===== src/rtl/alu_pkg.sv =====
// Shared ALU encodings: operation codes (also used by the ALU), RV32 opcode/funct7
// constants and the packed EX-stage control bundle.
package alu_pkg;

    localparam logic [3:0] ALU_AND  = 4'b0000;
    localparam logic [3:0] ALU_XOR  = 4'b0001;
    localparam logic [3:0] ALU_SLL  = 4'b0010;
    localparam logic [3:0] ALU_ADD  = 4'b0011;
    localparam logic [3:0] ALU_SUB  = 4'b0100;
    localparam logic [3:0] ALU_MUL  = 4'b0101;
    localparam logic [3:0] ALU_ADDI = 4'b0110;
    localparam logic [3:0] ALU_SRAI = 4'b0111;
    localparam logic [3:0] ALU_LW   = 4'b1000;
    localparam logic [3:0] ALU_SW   = 4'b1001;
    localparam logic [3:0] ALU_BEQ  = 4'b1010;

    localparam logic [6:0] OP_R      = 7'b0110011;
    localparam logic [6:0] OP_I      = 7'b0010011;
    localparam logic [6:0] OP_LOAD   = 7'b0000011;
    localparam logic [6:0] OP_STORE  = 7'b0100011;
    localparam logic [6:0] OP_BRANCH = 7'b1100011;

    localparam logic [6:0] F7_BASE   = 7'b0000000;
    localparam logic [6:0] F7_ALT    = 7'b0100000;
    localparam logic [6:0] F7_MULDIV = 7'b0000001;

    typedef struct packed {
        logic alu_src;
        logic reg_write;
        logic mem_to_reg;
        logic mem_read;
        logic mem_write;
        logic branch;
    } ex_ctrl_t;

endpackage


===== src/rtl/alu_issue_stage_if.sv =====
// ID -> EX issue bus: instruction in with valid/stall/flush, registered ALU control out.
interface alu_issue_stage_if #(
    parameter int CNT_W = 8
);
    // valid_i marks a real instruction on inst_i; it is consumed at the rising edge
    // unless stall_i (hold EX) or flush_i (bubble, dominates stall) is high. valid_o
    // marks a real instruction in EX; illegal_o pulses once per consumed illegal word.
    logic [31:0]      inst_i;
    logic             valid_i;
    logic             stall_i;
    logic             flush_i;
    logic [3:0]       ALUCtrl_o;
    logic             ALUSrc_o;
    logic             RegWrite_o;
    logic             MemtoReg_o;
    logic             MemRead_o;
    logic             MemWrite_o;
    logic             Branch_o;
    logic             valid_o;
    logic             illegal_o;
    logic [CNT_W-1:0] illegal_cnt_o;

    modport master (
        output inst_i, valid_i, stall_i, flush_i,
        input  ALUCtrl_o, ALUSrc_o, RegWrite_o, MemtoReg_o, MemRead_o, MemWrite_o,
        input  Branch_o, valid_o, illegal_o, illegal_cnt_o
    );

    modport slave (
        input  inst_i, valid_i, stall_i, flush_i,
        output ALUCtrl_o, ALUSrc_o, RegWrite_o, MemtoReg_o, MemRead_o, MemWrite_o,
        output Branch_o, valid_o, illegal_o, illegal_cnt_o
    );

endinterface


===== src/rtl/alu_ctrl_dec.sv =====
// Combinational instruction decoder: ALU code, EX control bits and illegal flag.
// MUL decode is present only when ALU_ISSUE_MUL_EN is defined.
module alu_ctrl_dec
    import alu_pkg::*;
(
    input  logic [31:0] inst_i,
    output ex_ctrl_t    ctrl_o,
    output logic [3:0]  alu_code_o,
    output logic        illegal_o
);

    logic [6:0] w_opcode;
    logic [2:0] w_funct3;
    logic [6:0] w_funct7;
    logic       w_unused;

    assign w_opcode = inst_i[6:0];
    assign w_funct3 = inst_i[14:12];
    assign w_funct7 = inst_i[31:25];
    assign w_unused = &{1'b0, inst_i[24:15], inst_i[11:7]};

    always_comb begin
        ctrl_o     = '0;
        alu_code_o = ALU_AND;
        illegal_o  = 1'b1;
        case (w_opcode)
            OP_R: begin
                ctrl_o.reg_write = 1'b1;
                if (w_funct7 == F7_BASE) begin
                    illegal_o = 1'b0;
                    case (w_funct3)
                        3'b111:  alu_code_o = ALU_AND;
                        3'b100:  alu_code_o = ALU_XOR;
                        3'b001:  alu_code_o = ALU_SLL;
                        3'b000:  alu_code_o = ALU_ADD;
                        default: illegal_o  = 1'b1;
                    endcase
                end else if (w_funct7 == F7_ALT && w_funct3 == 3'b000) begin
                    illegal_o  = 1'b0;
                    alu_code_o = ALU_SUB;
                end
`ifdef ALU_ISSUE_MUL_EN
                else if (w_funct7 == F7_MULDIV && w_funct3 == 3'b000) begin
                    illegal_o  = 1'b0;
                    alu_code_o = ALU_MUL;
                end
`endif
            end
            OP_I: begin
                ctrl_o.alu_src   = 1'b1;
                ctrl_o.reg_write = 1'b1;
                if (w_funct3 == 3'b000) begin
                    illegal_o  = 1'b0;
                    alu_code_o = ALU_ADDI;
                end else if (w_funct3 == 3'b101 && w_funct7 == F7_ALT) begin
                    illegal_o  = 1'b0;
                    alu_code_o = ALU_SRAI;
                end
            end
            OP_LOAD: begin
                illegal_o  = (w_funct3 != 3'b010);
                alu_code_o = ALU_LW;
                ctrl_o     = '{alu_src: 1'b1, reg_write: 1'b1, mem_to_reg: 1'b1,
                               mem_read: 1'b1, default: 1'b0};
            end
            OP_STORE: begin
                illegal_o  = (w_funct3 != 3'b010);
                alu_code_o = ALU_SW;
                ctrl_o     = '{alu_src: 1'b1, mem_write: 1'b1, default: 1'b0};
            end
            OP_BRANCH: begin
                illegal_o  = (w_funct3 != 3'b000);
                alu_code_o = ALU_BEQ;
                ctrl_o     = '{branch: 1'b1, default: 1'b0};
            end
            default: ;
        endcase
        // Illegal words must look exactly like a bubble downstream.
        if (illegal_o) begin
            ctrl_o     = '0;
            alu_code_o = ALU_AND;
        end
    end

endmodule


===== src/rtl/alu_issue_stage.sv =====
// ID/EX control slice: registers decoded ALU control with flush > stall > accept
// priority and keeps a saturating illegal-instruction count. Option: ALU_ISSUE_MUL_EN.
module alu_issue_stage
    import alu_pkg::*;
#(
    parameter int CNT_W = 8
) (
    input  logic                 clk_i,
    input  logic                 rst_i,
    alu_issue_stage_if.slave     bus
);

    localparam logic [CNT_W-1:0] CNT_MAX = '1;

    ex_ctrl_t         w_dec_ctrl;
    logic [3:0]       w_dec_alu;
    logic             w_dec_illegal;

    ex_ctrl_t         r_ctrl;
    logic [3:0]       r_alu;
    logic             r_valid;
    logic             r_illegal;
    logic [CNT_W-1:0] r_cnt;

    alu_ctrl_dec u_dec (
        .inst_i     (bus.inst_i),
        .ctrl_o     (w_dec_ctrl),
        .alu_code_o (w_dec_alu),
        .illegal_o  (w_dec_illegal)
    );

    always_ff @(posedge clk_i or negedge rst_i) begin
        if (!rst_i) begin
            r_ctrl    <= '0;
            r_alu     <= ALU_AND;
            r_valid   <= 1'b0;
            r_illegal <= 1'b0;
            r_cnt     <= '0;
        end else begin
            r_illegal <= 1'b0;
            if (bus.flush_i) begin
                r_ctrl  <= '0;
                r_alu   <= ALU_AND;
                r_valid <= 1'b0;
            end else if (!bus.stall_i) begin
                if (bus.valid_i && !w_dec_illegal) begin
                    r_ctrl  <= w_dec_ctrl;
                    r_alu   <= w_dec_alu;
                    r_valid <= 1'b1;
                end else begin
                    r_ctrl  <= '0;
                    r_alu   <= ALU_AND;
                    r_valid <= 1'b0;
                    if (bus.valid_i) begin
                        r_illegal <= 1'b1;
                        if (r_cnt != CNT_MAX) r_cnt <= r_cnt + 1'b1;
                    end
                end
            end
        end
    end

    assign bus.ALUCtrl_o     = r_alu;
    assign bus.ALUSrc_o      = r_ctrl.alu_src;
    assign bus.RegWrite_o    = r_ctrl.reg_write;
    assign bus.MemtoReg_o    = r_ctrl.mem_to_reg;
    assign bus.MemRead_o     = r_ctrl.mem_read;
    assign bus.MemWrite_o    = r_ctrl.mem_write;
    assign bus.Branch_o      = r_ctrl.branch;
    assign bus.valid_o       = r_valid;
    assign bus.illegal_o     = r_illegal;
    assign bus.illegal_cnt_o = r_cnt;

endmodule


===== src/flat_wrapper.sv =====
// flat-port wrapper written by rule: the top's interface ports become plain ports
module alu_issue_stage_flat import alu_pkg::*;
#(
    parameter int CNT_W = 8
)
  (clk_i, rst_i, bus_inst_i, bus_valid_i, bus_stall_i, bus_flush_i, bus_ALUCtrl_o, bus_ALUSrc_o, bus_RegWrite_o, bus_MemtoReg_o, bus_MemRead_o, bus_MemWrite_o, bus_Branch_o, bus_valid_o, bus_illegal_o, bus_illegal_cnt_o);
  alu_issue_stage_if #(.CNT_W(CNT_W)) bus_i ();
  input  logic clk_i;
  input  logic rst_i;
  input wire logic [$bits(bus_i.inst_i)-1:0] bus_inst_i;
  input wire logic [$bits(bus_i.valid_i)-1:0] bus_valid_i;
  input wire logic [$bits(bus_i.stall_i)-1:0] bus_stall_i;
  input wire logic [$bits(bus_i.flush_i)-1:0] bus_flush_i;
  output wire logic [$bits(bus_i.ALUCtrl_o)-1:0] bus_ALUCtrl_o;
  output wire logic [$bits(bus_i.ALUSrc_o)-1:0] bus_ALUSrc_o;
  output wire logic [$bits(bus_i.RegWrite_o)-1:0] bus_RegWrite_o;
  output wire logic [$bits(bus_i.MemtoReg_o)-1:0] bus_MemtoReg_o;
  output wire logic [$bits(bus_i.MemRead_o)-1:0] bus_MemRead_o;
  output wire logic [$bits(bus_i.MemWrite_o)-1:0] bus_MemWrite_o;
  output wire logic [$bits(bus_i.Branch_o)-1:0] bus_Branch_o;
  output wire logic [$bits(bus_i.valid_o)-1:0] bus_valid_o;
  output wire logic [$bits(bus_i.illegal_o)-1:0] bus_illegal_o;
  output wire logic [$bits(bus_i.illegal_cnt_o)-1:0] bus_illegal_cnt_o;
  assign bus_i.inst_i = bus_inst_i;
  assign bus_i.valid_i = bus_valid_i;
  assign bus_i.stall_i = bus_stall_i;
  assign bus_i.flush_i = bus_flush_i;
  assign bus_ALUCtrl_o = bus_i.ALUCtrl_o;
  assign bus_ALUSrc_o = bus_i.ALUSrc_o;
  assign bus_RegWrite_o = bus_i.RegWrite_o;
  assign bus_MemtoReg_o = bus_i.MemtoReg_o;
  assign bus_MemRead_o = bus_i.MemRead_o;
  assign bus_MemWrite_o = bus_i.MemWrite_o;
  assign bus_Branch_o = bus_i.Branch_o;
  assign bus_valid_o = bus_i.valid_o;
  assign bus_illegal_o = bus_i.illegal_o;
  assign bus_illegal_cnt_o = bus_i.illegal_cnt_o;
  alu_issue_stage #(.CNT_W(CNT_W)) u_core (.clk_i(clk_i), .rst_i(rst_i), .bus(bus_i));
endmodule

===== config.mk =====
export PLATFORM = sky130hd
export DESIGN_NAME = alu_issue_stage_flat
export DESIGN_NICKNAME = d
export VERILOG_FILES = /design/src/rtl/alu_pkg.sv /design/src/rtl/alu_issue_stage_if.sv /design/src/rtl/alu_ctrl_dec.sv /design/src/rtl/alu_issue_stage.sv /design/src/flat_wrapper.sv
export SDC_FILE = /design/constraint.sdc
export NUM_CORES = 1
export LEC_CHECK = 0
export BUFFER_PORTS_ARGS = -buffer_cell sky130_fd_sc_hd__buf_2
export CORE_ASPECT_RATIO = 1.5
export CORE_MARGIN = 1
export CORE_UTILIZATION = 46
export DETAILED_ROUTE_END_ITERATION = 6
export PLACE_DENSITY_LB_ADDON = 0.25
export SLEW_MARGIN = 40
export SYNTH_ARGS = -nofsm -noshare
export SYNTH_HDL_FRONTEND = slang
export SYNTH_HIERARCHICAL = 1
export SYNTH_SLANG_ARGS = --single-unit

===== constraint.sdc =====
create_clock -name clk_i -period 1.85 [get_ports clk_i]
set_input_delay 0.2775 -clock clk_i [delete_from_list [all_inputs] [get_ports clk_i]]
set_output_delay 0.2775 -clock clk_i [all_outputs]
set_load 0.02 [all_outputs]

### Yosys cells after proc, flatten, opt, wreduce, memory -nomap -nowiden

Cells that the tools add are included.

| operators by class | value |
|---|---|
| bitwise operators | 3 |
| add/sub/neg operators | 1 |
| muxes and demuxes | 30 |
| equality and inequality tests | 13 |
| reductions and logical operators | 12 |

Operators with widths:

| kind | count |
|---|---|
| $mux 6 | 4 |
| $eq 7x6->1 const B | 3 |
| $mux 4 | 5 |
| $pmux 4 s5 | 1 |
| $mux 1 | 14 |
| $pmux 4 s3 | 1 |
| $eq 3x3->1 const B | 3 |
| $mux 3 | 3 |
| $add 8x1->8 const B | 1 |
| $ne 8x8->1 const B | 1 |
| $eq 7x2->1 const B | 1 |
| $eq 7x5->1 const B | 1 |
| $eq 7x7->1 const B | 1 |
| $logic_not 7->1 | 1 |
| $pmux 2 s3 | 1 |
| $reduce_or 3->1 | 2 |
| $reduce_and 5->1 | 1 |
| $pmux 1 s4 | 1 |
| $reduce_or 4->1 | 1 |
| $eq 3x1->1 const B | 1 |
| $logic_and 1x1->1 | 3 |
| $logic_not 3->1 | 1 |
| $ne 3x2->1 const B | 1 |
| $not 1->1 | 3 |
| other kinds (4) | 4 |

| word-level totals | value |
|---|---|
| register bits after elaboration | 20 |
| input bits | 37 |
| output and inout bits | 20 |

### Logic depth before layout (Yosys ltp)

| depth | value |
|---|---|
| word-level depth | 10 |
| depth in mapped cells | 8 |
| depth with buffers taken out | 7 |

### Hierarchy

Netlist, hierarchy kept.

By module, submodules not included:

| module | area an instance (um^2) | instances | cells an instance |
|---|---|---|---|
| alu_issue_stage | 869.6 | 1 | 68 |
| alu_ctrl_dec | 391.6 | 1 | 47 |

### Least setup slack after synthesis

OpenSTA, ideal clock, no wires.

| path | value |
|---|---|
| kind | input to register |
| start | input port bus_inst_i[26] |
| end | register u_core.r_cnt[1], in the netlist u_core/bus.illegal_cnt_o[1] |
| buffers on the path | 0 |
| slack | -506 ps |
| stages on the path | 7 |
| required time | 1725 ps |
| data arrival time | 2231 ps |
| setup time | 125 ps |
| path through | or4_4 nor3_4 o211ai_1 or2_1 and4bb_2 o21ai_1 mux2_2 |

| on the way | value |
|---|---|
| longest elaborated chain between the ends | 9 |
| elaborated cells between the ends (all ways) | 13 |
| those cells by class | eq/ne: 1; mux: 5; bitwise: 1; reduce/logical: 6 |

Ends and longest elaborated chain:

| what | RTL line | RTL |
|---|---|---|
| start: declaration | flat_wrapper.sv:10 | `input wire logic [$bits(bus_i.inst_i)-1:0] bus_inst_i;` |
| $eq 7x6->1 | alu_ctrl_dec.sv:38, alu_ctrl_dec.sv:55 |  |
| $logic_and 1x1->1 (on tied branches) | alu_ctrl_dec.sv:55, alu_ctrl_dec.sv:38 |  |
| $mux 1 (on tied branches) | alu_ctrl_dec.sv:55, alu_ctrl_dec.sv:38 |  |
| $mux 1 (on tied branches) | alu_ctrl_dec.sv:52, alu_ctrl_dec.sv:29 |  |
| $pmux 1 s4 (*) | alu_ctrl_dec.sv:26 | `case (w_opcode)` |
| net u_core.w_dec_illegal | alu_issue_stage.sv:17 | `logic w_dec_illegal;` |
| $logic_not 1->1 (*) | alu_issue_stage.sv:46 | `if (bus.valid_i && !w_dec_illegal) begin` |
| $logic_and 1x1->1 (*) | alu_issue_stage.sv:46 |  |
| $not 1->1 (no source line) (*) | -- |  |
| $reduce_and 5->1 (no source line) (*) | -- |  |
| end signal: assignment | alu_issue_stage.sv:56 | `if (r_cnt != CNT_MAX) r_cnt <= r_cnt + 1'b1;` |
| end: declaration | alu_issue_stage.sv:23 | `logic [CNT_W-1:0] r_cnt;` |

The timed path passes the listed nets; every way through them passes the cells marked *.
A chain may end at the register's enable or synchronous reset.

### Worst setup path in the final report

| path | value |
|---|---|
| start | input port bus_inst_i[26] |
| end | register u_core.r_cnt[7], in the netlist u_core/bus.illegal_cnt_o[7] |

Same word-level chain as after synthesis.

==> metrics.cfg <==
[synth]
synth_area_per_cell_um2 = 10.97
async_flop_share_pct = 100.0
synth_compound_area_share_pct = 19.05
synth-edff-count = 0
synth_top_family_by_area = simple AND/OR/NAND/NOR gates
ys.flop_type = dfrtp_1
synth_top_area_share_pct = 39.68
ys_types = 51
yosys.area_share.simple_pct = 29.96
synth_seq_area_share_pct = 39.68
synthCells = 115
yosysTopAreaCell = dfrtp_1
synthXorXnorAreaFrac_pct = 1.389
synthesis.area_mm2 = 0.001261
yosys.area_share.adder_pct = 1.786
synth_area_leaders = dfrtp_1 (40%), a22o_1 (6.9%), nor3_4 (2.6%)
synth_seq_cells = 20
syn-num-nets = 153
synth_most_common_cell = dfrtp_1
yosysWarningCount = 6
muxShareOfSynthArea_pct = 4.365
ys_top_cells_by_count = dfrtp_1 (20), a22o_1 (10), o21ai_0 (5)

[drt]
top_layer = met4
wl_met3_um = 86
ant_nets = 0
wl_met1_um = 1296
route.detailed.drc = 0
route.met2.wl_um = 1666
routedWlPerCell_um = 14.04
drt-total-wl_um = 3116
vias = 1194
via_per_inst = 5.378
drt_iter0_markers = 27
drtPass1Iterations = 4

[die]
die_w_um = 44.76
io_pins = 57
initial_core_util_pct = 49.80
die_h_um = 66.13
dieArea_mm2 = 0.002960
core_mm2 = 0.002532
rows = 22

[sta]
tightest_slew_ns = 0.5384
hold_violations = 0
slew_headroom_pct = 63.89
worst_slack_ns = -0.07261
setup-violations-final = 4
fin_crit_ns = 1.923
rsz0062_at_grt = yes
drv_slew = 0
fin_crit_sh_pct = 103.9
setup_tns_ns = -0.1269
fmax_mhz = 520.1
finalClockSkew_ns = 0.0003083

[min_path]
holdCritPathClass = input pin to async pin

[global_route]
track_usage_pct = 23.05
grt_pass1_wl_um = 5002
grt_pass1_vias = 1155
grt-ovfl-total = 0
antenna_found_initial = 0
grt_max_degree = 21

[pwr]
powerDensity_mw_per_mm2 = 733.9
peakVddDrop_mv = 0.3406
power.leakage_nw = 0.8686

[setup_path]
criticalPathCategory = input pin to register
worstSetupEndpointType = register
cp_slowest_cell = or4_4
crit_chain = buf_6, or4_4, nor3_4, o211ai_1, or2_1, and4bb_2, nand4_1, mux2_4
cp.arrival_ns = 2.13
cp_top_family = simple AND/OR/NAND/NOR gates
cp_data_required_time_ns = 2.05
cp_max_fo = 3
critPathBufInv = 1
startpoint_type = input pin
slowest_delay_ns = 0.57

[final_layout]
n_antenna_cell = 0
multi_input_area_um2 = 769.5
fill_cells = 202
nets = 225
area_growth_pct = 44.44
stdcell_count = 222
regArea_um2 = 500.5
drive_gt1_share_pct = 52.69

[place]
numPortBuffers = 41
gp_congestion = 0.8536
dpl_worst_slack_ns = -0.4562
hpwl_um = 2480
placed_cells = 215

[clock_tree]
cts_tree = yes
root_buffer = clkbuf_4
clk_pin_slew_ns = 0.11
cts_inserted_buffers = 3
cts.sinks = 20
h-tree-depth = 1
insertion_delay_ns = 0.30
clockBufferDepth = 2

[outcome]
status = finished, violations left
violations = setup timing

[run]
maxCapViolCount = 0

## state kept, by name, summed over array words and instances, names as in the netlist
signal and cells:
u_core/bus.ALUSrc_o 1, u_core/bus.illegal_o 1, u_core/bus.valid_o 1, u_core/bus.MemtoReg_o 1, u_core/bus.RegWrite_o 1, u_core/bus.ALUCtrl_o 4
u_core/bus.illegal_cnt_o 8, u_core/bus.MemRead_o 1, u_core/bus.Branch_o 1, u_core/bus.MemWrite_o 1
## power breakdown
part           internal, mW  switching [mW]  total, mW  leakage, nW
registers             0.497          0.0811      0.578        0.264
clock network         0.120           0.133      0.254       0.0210
logic                 0.223           0.282      0.505        0.584
## through the flow
| stage | cell area [um2] | power [mW] | hold slack [ns] | util, % |
|---|---|---|---|---|
| 2_1_floorplan | 1285 | 0.8263 | -0.01809 | - |
| 3_3_place_gp | 1714 | 1.010 | 0.2332 | 67.69 |
| 3_5_place_dp | 1714 | 1.035 | 0.2423 | 67.69 |
| 4_1_cts | 1779 | 1.302 | 0.4206 | 70.26 |
| 5_1_grt | 1822 | 1.414 | 0.4486 | 71.94 |
| 6_report | 1822 | 1.337 | 0.4349 | 71.94 |
## final timing paths
| check | cells past startpoint | slack, ns | startpoint | endpoint |
|---|---|---|---|---|
| hold reg to reg | 1 | 0.49 | u_core/bus.valid_o$_DFFE_PN0P_ | u_core/bus.valid_o$_DFFE_PN0P_ |
| setup reg to reg | 4 | 0.29 | u_core/bus.illegal_cnt_o[1]$_DFFE_PN0P_ | u_core/bus.illegal_cnt_o[1]$_DFFE_PN0P_ |
| min in group clk_i | 4 | 0.44 | bus_stall_i | u_core/bus.illegal_cnt_o[2]$_DFFE_PN0P_ |
| setup / recovery | 8 | -0.07 | bus_inst_i[26] | u_core/bus.illegal_cnt_o[7]$_DFFE_PN0P_ |
| max in group asynchronous | 2 | 1.11 | rst_i | u_core/bus.illegal_cnt_o[3]$_DFFE_PN0P_ |
| hold / removal | 2 | 0.43 | rst_i | u_core/bus.MemWrite_o$_DFFE_PN0P_ |
## cell type report
class	instances	area share, %
Sequential cell	20	27.47
Timing Repair Buffer	71	25.00
Clock buffer	4	1.992
Multi-Input combinational cell	87	42.24
Tap cell	36	2.473
Inverter	4	0.8242
## layer usage
metal	up-vias	track usage, %
li1	591	-
met1	559	25.82
met2	38	41.91
met3	6	1.639
met4	0	11.74
met5	-	0
## cell usage in the layout, fill, tap and decap left out, drive strengths merged, types with 3 or more instances in the layout
cell type	instances
clkbuf	4
nor2b	3
o21ai	6
nor2	5
nor3b	3
or3	3
nand3	4
a21oi	4
a22o	10
mux2	4
o211ai	3
inv	4
nor3	8
nand2	3
nand2b	3
buf	70
dfrtp	20
## logic make-up after synthesis
logic type	Yosys count
adders and majority gates	2
muxes	5
AOI/OAI and AO/OA	28
DFF	20
xor gates and xnor gates	2
and+or+nand+nor	50
buffers and inverters	8
## timing repair
| item | CTS | global route |
|---|---|---|
| hold endpoints to repair | 20 | 0 |
| setup buffers | 0 | 2 |
| resized for setup | 4 | 5 |
| hold buffers | 1 | 0 |
| pin swaps | 1 | 0 |
| endpoints found under the setup margin | 4 | 6 |
No activity file was read; power rests on OpenSTA's default activity.
